## config.mk

```make
export PLATFORM = sky130hd
export DESIGN_NAME = instr_fetch_unit
export DESIGN_NICKNAME = d
export VERILOG_FILES = /design/src/rtl/fetch_pkg.sv /design/src/rtl/fetch_timeout_ctr.sv /design/src/rtl/instr_fetch_unit.sv
export SDC_FILE = /design/constraint.sdc
export NUM_CORES = 1
export LEC_CHECK = 0
export CORE_UTILIZATION = 39
export DETAILED_ROUTE_END_ITERATION = 12
export GPL_ROUTABILITY_DRIVEN = 0
export PLACE_DENSITY = 0.77
export SYNTH_ARGS = -nofsm -noshare
export SYNTH_HDL_FRONTEND = slang
export SYNTH_SLANG_ARGS = --single-unit
```

## constraint.sdc

```tcl
create_clock -name CLK -period 3.15 [get_ports CLK]
set_clock_uncertainty 0.2 [all_clocks]
set_input_delay 0.63 -clock CLK [delete_from_list [all_inputs] [get_ports CLK]]
set_output_delay 0.63 -clock CLK [all_outputs]
set_load 0.01 [all_outputs]
```

## src/rtl/fetch_pkg.sv

```systemverilog
// Shared types and constants for the instruction fetch unit.
// Optional feature macro: FETCH_TIMEOUT_EN (see instr_fetch_unit).
package fetch_pkg;

  localparam int unsigned ADDR_W_DEF = 32;
  localparam int unsigned DATA_W_DEF = 32;

  // Low PC bits that must be zero for a word-aligned fetch.
  localparam logic [1:0] ALIGN_MASK = 2'b11;

  typedef enum logic [1:0] {
    IDLE = 2'd0,
    REQ  = 2'd1,
    WAIT = 2'd2,
    DONE = 2'd3
  } fetch_state_e;

  function automatic logic is_misaligned(input logic [1:0] pc_lsb);
    return (pc_lsb & ALIGN_MASK) != 2'b00;
  endfunction

endpackage

```

## src/rtl/fetch_timeout_ctr.sv

```systemverilog
// WAIT-cycle counter for the fetch unit. Cleared on WAIT entry, counts each
// WAIT cycle without a response; tc_o flags the cycle whose increment would
// bring the count to TIMEOUT_CYC. Only instantiated under FETCH_TIMEOUT_EN.
module fetch_timeout_ctr #(
  parameter int unsigned TIMEOUT_CYC = 15
) (
  input  logic clk,
  input  logic rst,
  input  logic clr_i,
  input  logic en_i,
  output logic tc_o
);

  localparam int unsigned CNT_W = $clog2(TIMEOUT_CYC + 1);

  logic [CNT_W-1:0] cnt_q;
  logic [CNT_W-1:0] cnt_d;

  // Next count: clear has priority over counting.
  always_comb begin
    cnt_d = cnt_q;
    if (clr_i) begin
      cnt_d = '0;
    end else if (en_i) begin
      cnt_d = cnt_q + CNT_W'(1);
    end
  end

  // Count register.
  always_ff @(posedge clk or posedge rst) begin
    if (rst) begin
      cnt_q <= '0;
    end else begin
      cnt_q <= cnt_d;
    end
  end

  assign tc_o = en_i && (cnt_q == CNT_W'(TIMEOUT_CYC - 1));

endmodule

```

## src/rtl/instr_fetch_unit.sv

```systemverilog
// Instruction fetch unit: samples the PC on fetch_start, issues one word read
// over a valid/ready channel, loads the returned word into IR and pulses
// fetch_done. Misaligned PCs raise the sticky fetch_err without a request.
// Optional macro FETCH_TIMEOUT_EN aborts WAIT after TIMEOUT_CYC cycles.
module instr_fetch_unit
  import fetch_pkg::*;
#(
  parameter int unsigned ADDR_W      = ADDR_W_DEF,
  parameter int unsigned DATA_W      = DATA_W_DEF,
  parameter int unsigned TIMEOUT_CYC = 15
) (
  input  logic              CLK,
  input  logic              RST,
  input  logic              fetch_start,
  input  logic [ADDR_W-1:0] pc_in,
  output logic              mem_req_valid,
  input  logic              mem_req_ready,
  output logic [ADDR_W-1:0] mem_addr,
  input  logic              mem_rsp_valid,
  input  logic [DATA_W-1:0] mem_rsp_data,
  output logic [DATA_W-1:0] ir_out,
  output logic              fetch_done,
  output logic              busy,
  output logic              fetch_err
);

  fetch_state_e      state_q, state_d;
  logic [ADDR_W-1:0] addr_q, addr_d;
  logic [DATA_W-1:0] ir_q, ir_d;
  logic              err_q, err_d;
  logic              tmo_tc;

`ifdef FETCH_TIMEOUT_EN
  fetch_timeout_ctr #(
    .TIMEOUT_CYC (TIMEOUT_CYC)
  ) u_timeout (
    .clk   (CLK),
    .rst   (RST),
    .clr_i ((state_q == REQ) && mem_req_ready),
    .en_i  ((state_q == WAIT) && !mem_rsp_valid),
    .tc_o  (tmo_tc)
  );
`else
  assign tmo_tc = 1'b0;
`endif

  // Next-state and datapath update logic for the fetch sequence.
  always_comb begin
    state_d = state_q;
    addr_d  = addr_q;
    ir_d    = ir_q;
    err_d   = err_q;
    case (state_q)
      IDLE: begin
        if (fetch_start) begin
          addr_d = pc_in;
          if (is_misaligned(pc_in[1:0])) begin
            err_d   = 1'b1;
            state_d = DONE;
          end else begin
            err_d   = 1'b0;
            state_d = REQ;
          end
        end
      end
      REQ: begin
        if (mem_req_ready) begin
          state_d = WAIT;
        end
      end
      WAIT: begin
        // A response on the terminal-count cycle takes priority over timeout.
        if (mem_rsp_valid) begin
          ir_d    = mem_rsp_data;
          state_d = DONE;
        end else if (tmo_tc) begin
          err_d   = 1'b1;
          state_d = DONE;
        end
      end
      DONE: begin
        state_d = IDLE;
      end
    endcase
  end

  // State and datapath registers.
  always_ff @(posedge CLK or posedge RST) begin
    if (RST) begin
      state_q <= IDLE;
      addr_q  <= '0;
      ir_q    <= '0;
      err_q   <= 1'b0;
    end else begin
      state_q <= state_d;
      addr_q  <= addr_d;
      ir_q    <= ir_d;
      err_q   <= err_d;
    end
  end

  assign mem_req_valid = (state_q == REQ);
  assign mem_addr      = addr_q;
  assign ir_out        = ir_q;
  assign fetch_done    = (state_q == DONE);
  assign busy          = (state_q != IDLE);
  assign fetch_err     = err_q;

endmodule

```

==> impl_results.md, run 1 <==
* Pint at 3.024 mW
* Clk slew on worst S/H paths at 70 ps
* CTS H-tree lvls at 3
* DRC at 0
* DR iter-0 viols at 39
* Clock network power share at 17.6%
* CTS tree: yes
* Worst Setup SP: state_q[1]
* Final Cell Area at 0.004265 sq mm
* Post-cts resize count at 0
* Synth top area share at 64.99%
* CP Class: register to output port
* CTS sink cnt at 67
* Die height at 83.34 microns
* Layout cells sized above 1 at 27.33%
* Worst r2r src: state_q[0]
* Post-synth EDFFs at 0
* Syn_nets at 234
* Slew margin rel. at 59.35%
* GRT overflow at 0
* R2R Path End: state_q[1]
* Total number of vias at 1,833
* Post-synth top cells: dfrtp_1, mux2_2, inv_1
* Max-cap viol count at 0
* Crit end category: output port
* Power per cell area at 999.7 mW/mm^2
* Post-Route WL at 5.766 mm
* Mean area per synthesized cell at 16.12 sq um
* Net Sw Power at 1.240 mW
* Post-CTS Repair Setup Buffers at 0
* Run status: complete, no violations
* Top Metal Used: met4
* Clock Path Buffers at 2
* Initial Utilization at 40.63%
* Required time of the critical path at 2320 ps
* Leakage at 1.834 nW
* Tightest Hold Check Type: register to register
* Largest net degree at the start of global routing at 38
* Startpoint types: register
* Vias per cell at 4.724
* Global-route wire length before repair at 9.563 mm
* Sequential fraction of the synthesis area at 64.99%
* Mapped Cells at 160
* Die area at 0.006945 sq mm
* Hold Crit Depth at 2
* Setup tns final at 0 ps
* ANT cells at 0
* Worst R2R Setup Slack at 1210 ps
* Fill count at 482
* Top cells by area, synth: dfrtp_1, mux2_2, ha_1
* M1 WL at 2.265 mm
* Port bufs at 136
* Min-Delay Endpoint: fetch_err
* GRT Resource Usage Total at 18.05%
* Ys Warns at 0
* Area occupied by multi-input gates at 847.1 sq um
* Met3 wire length at 733 microns
* Worst-path maximum fanout at 4
* Final setup viols at 0
* Root buffer cell: clkbuf_8
* Worst hold start: fetch_err
* HPWL after DPL at 4.295 mm
* Clk Latency, worst-skew pair at 330 ps
* P&R area growth vs syn at 65.32%
* # rows at 29
* Cell taking the most area after synthesis: dfrtp_1
* Vias in the first global route at 2,002
* Met2 wire len at 2.616 mm
* Max Freq at 0.3979 GHz
* Final Slew Violations at 0
* Main synth FF type: dfrtp_1
* Drt pass-1 iters at 4
* Sequential power share at 35.7%
* Min Hold Slack at 291.0 ps
* Hold-fix buffers, CTS at 0
* Seq cells post-synth at 67
* RSZ-0062 raised after global routing: false
* Core area at 0.006350 sq mm
* Fin crit share at 79.78%
* Reg area at 0.001677 sq mm
* Post-layout nets at 380
* Yosys cell types at 12
* Tmin final at 2513 ps
* I/O pins at 137
* Antenna violations before repair at 0
* Comb pwr share at 46.6%
* Post-synth ARST share at 100.0%
* R2R cell count at 4
* Placed inst area at 0.004058 sq mm
* Die width at 83.34 microns
* Top-count cell post-synth: dfrtp_1
* Arr. time, crit path at 1680 ps
* Actual slew at the worst max-slew pin at 608.9 ps
* Antenna-violating nets left at 0
* Final Hold Fails at 0
* Sw Share at 29.09%
* Mapped cell area at 0.002580 sq mm
* Wire per inst at 14.86 microns
* Worst IR Drop VDD at 0.0006155 V
* Num CTS Buffers at 9
-- kinds of logic (layout without fill, tap and decap cells) --
group                      after synthesis  in the layout  share of synthesized area (%)
DFF                                     67             67                          64.99
adders and majority gates                5              5                          2.425
AOI/OAI and AO/OA                        3              3                         0.7756
and+or+nand+nor                          6              6                         0.8729
muxes                                   66             66                          28.76
buffers and inverters                   13            164                          2.183
-- metrics by stage --
step / total power [mW] / util [%] / instances / worst slack [ps]
global route: 4.518 / 67.17 / 388 / 552.1
finish: 4.264 / 67.17 / 388 / 637.0
global placement: 3.492 / 63.90 / 372 / 881.8
CTS: 4.326 / 67.17 / 388 / 612.6
floorplan: 2.407 / - / 160 / 636.8
detailed placement: 3.551 / 63.90 / 372 / 812.3
-- state kept, by name, indices dropped and copies added, names as in the netlist --
name,cells
mem_addr,32
fetch_err,1
ir_out,32
state_q,2
-- layer usage --
metal | global-route usage [%] | vias up
li1 | - | 841
met1 | 21.02 | 884
met2 | 26.15 | 94
met3 | 9.940 | 14
met4 | 10.50 | 0
met5 | 0 | -
-- worst max-delay path by stage --
stage,endpoint,slack (ps)
floorplan,fetch_err,640
global placement,state_q[1],880
detailed placement,state_q[1],810
CTS,busy,610
global route,busy,550
finish,busy,640
-- power groups by stage --
stage	Sequential, mW	Clock, mW	Combinational [mW]
after floorplan	1.73	0	0.676
after global placement	1.51	0	1.98
after detailed placement	1.54	0	2.01
after CTS	1.53	0.774	2.02
after global routing	1.58	0.812	2.12
final	1.52	0.751	1.99
-- placed cells by master (no fill, tap or decap) --
cell type	count
dfrtp_1	67
buf_12	1
bufinv_16	2
clkbuf_8	9
inv_1	6
nand2_1	3
inv_2	1
ha_1	5
mux2i_1	1
mux2_1	1
a21oi_1	1
clkdlybuf4s50_1	136
nor2_1	3
buf_4	4
o21ai_0	1
clkbuf_1	1
mux2_2	64
clkinv_2	4
a222oi_1	1
-- critical path: stages (launching register included) --
cell             delay [ps]
dfrtp_1                 400
inv_1                   100
ha_1                    220
inv_1                    70
clkdlybuf4s50_1         560
-- final cells by class --
cell class | count | share of cell area, %
well taps | 77 | 2.259
clock buffers | 10 | 2.992
inverters | 7 | 0.6160
clock inverters | 6 | 1.877
multi-input cells | 80 | 19.86
repair buffers | 141 | 33.09
flip-flops and latches | 67 | 39.31
Power figures use the tool's default switching activity.
==> inputs of run 2 (changes only) <==
- clock period: 3.15 -> 2.38 ns (I/O delays scaled with it)
==> run 2 against run 1 <==
Via count about the same. Utilization increased by 1.0 points. Count of clock-buffer cells in the layout decreased by 1. First-iteration DRC count increased by 31%. Worst hold slack about the same. Critical path depth decreased by 1. Clock power increased by 66%. Largest cell class unchanged.
==> impl_results.md, run 2 (synthesis gave the netlist of run 1 again) <==
* Run status: complete, no violations
* Vias per cell at 4.715
* Worst-path maximum fanout at 4
* DRC at 0
* Total number of vias at 1,834
* Core area at 0.006350 sq mm
* Min Hold Slack at 291.4 ps
* Fin crit share at 96.66%
* I/O pins at 137
* Die width at 83.34 microns
* DR iter-0 viols at 51
* P&R area growth vs syn at 67.90%
* # rows at 29
* Drt pass-1 iters at 4
* Layout cells sized above 1 at 27.88%
* Clk Latency, worst-skew pair at 340 ps
* Port bufs at 136
* R2R cell count at 4
* Startpoint types: register
* Antenna violations before repair at 0
* Most frequent standard cell in the layout excluding fill and tap cells: clkdlybuf4s50_1
* Clk slew on worst S/H paths at 70 ps
* Worst r2r src: state_q[0]
* Post-Route WL at 5.996 mm
* Crit end category: output port
* Initial Utilization at 40.63%
* CP Class: register to output port
* Final setup viols at 0
* CTS sink cnt at 67
* Required time of the critical path at 1700 ps
* Max Freq at 0.4347 GHz
* Post-layout nets at 381
* HPWL after DPL at 4.169 mm
* Leakage at 1.858 nW
* Most frequent cells in the layout: clkdlybuf4s50_1, dfrtp_1, mux2_2
* Die height at 83.34 microns
* Final Slew Violations at 0
* Arr. time, crit path at 1620 ps
* Slew margin rel. at 68.15%
* Global-route wire length before repair at 9.708 mm
* R2R Path End: state_q[1]
* Final Hold Fails at 0
* Actual slew at the worst max-slew pin at 477.8 ps
* Tmin final at 2301 ps
* Power per cell area at 1368 mW/mm^2
* Num CTS Buffers at 9
* Crit path to: mem_req_valid
* CTS H-tree lvls at 3
* Tightest Hold Check Type: register to register
* Vias in the first global route at 2,003
* Worst IR Drop VDD at 0.0007623 V
* Die area at 0.006945 sq mm
* Fill count at 450
* ANT cells at 0
* Worst Setup SP: state_q[1]
* Worst R2R Setup Slack at 480 ps
* Largest net degree at the start of global routing at 68
* Wire per inst at 15.41 microns
* GRT Resource Usage Total at 18.39%
* CTS tree: yes
* Clock Path Buffers at 2
* GRT overflow at 0
* Max-cap viol count at 0
* Antenna-violating nets left at 0
* Root buffer cell: clkbuf_8
* Setup tns final at 0 ps
-- run 2: worst min-delay path by stage --
stage | depth (start not counted) | end | slack (ps) | start
after floorplan | 1 | state_q[1] | 310 | state_q[1]
after global placement | 2 | fetch_err | 260 | fetch_err
after detailed placement | 2 | fetch_err | 280 | fetch_err
after CTS | 2 | fetch_err | 290 | fetch_err
after global routing | 2 | fetch_err | 320 | fetch_err
final | 2 | fetch_err | 290 | fetch_err
-- run 2: layout make-up --
cell class,instances,area (sq um),area share (%)
Clock buffer,9,123.9,2.860
Clock inverter,7,140.1,3.235
Inverter,7,26.28,0.6066
Multi-Input combinational cell,80,847.1,19.56
Sequential cell,67,1677,38.71
Tap cell,77,96.34,2.224
Timing Repair Buffer,142,1421,32.81
-- run 2: per-layer routing --
metal / global-route usage (%) / up-vias / part of all wire (%) / wire length [microns]
met3: 11.43 / 17 / 14 / 841
li1: - / 843 / - / -
met5: 0 / - / 0 / 0
met2: 27.79 / 97 / 45 / 2723
met1: 20.13 / 877 / 38 / 2250
met4: 9.248 / 0 / 3.0 / 181
-- run 2: through the flow --
stage	total power, mW	area (sq um)	worst slack [ps]	utilization (%)	cells
after floorplan	3.186	2580	20.84	-	160
after global placement	4.626	4058	259.2	63.90	372
after detailed placement	4.704	4058	176.1	63.90	372
after CTS	5.989	4322	1.691	68.06	388
after global routing	6.246	4332	-3.660	68.22	389
final	5.926	4332	79.43	68.22	389
-- run 2: where the power goes --
group | internal [mW] | switching, mW
sequential | 1.73 | 0.291
clock | 0.800 | 0.452
combinational | 1.70 | 0.952
total | 4.23 | 1.70
-- run 2: repair_timing --
item	in CTS	in global routing
resized for setup	0	1
setup buffers	0	1
setup endpoints to repair	0	2
hold buffers	0	0
-- run 2: critical path, cell delays in order (launching register included) --
cell,delay [ps]
dfrtp_1,410
inv_1,110
ha_1,180
clkdlybuf4s50_1,590
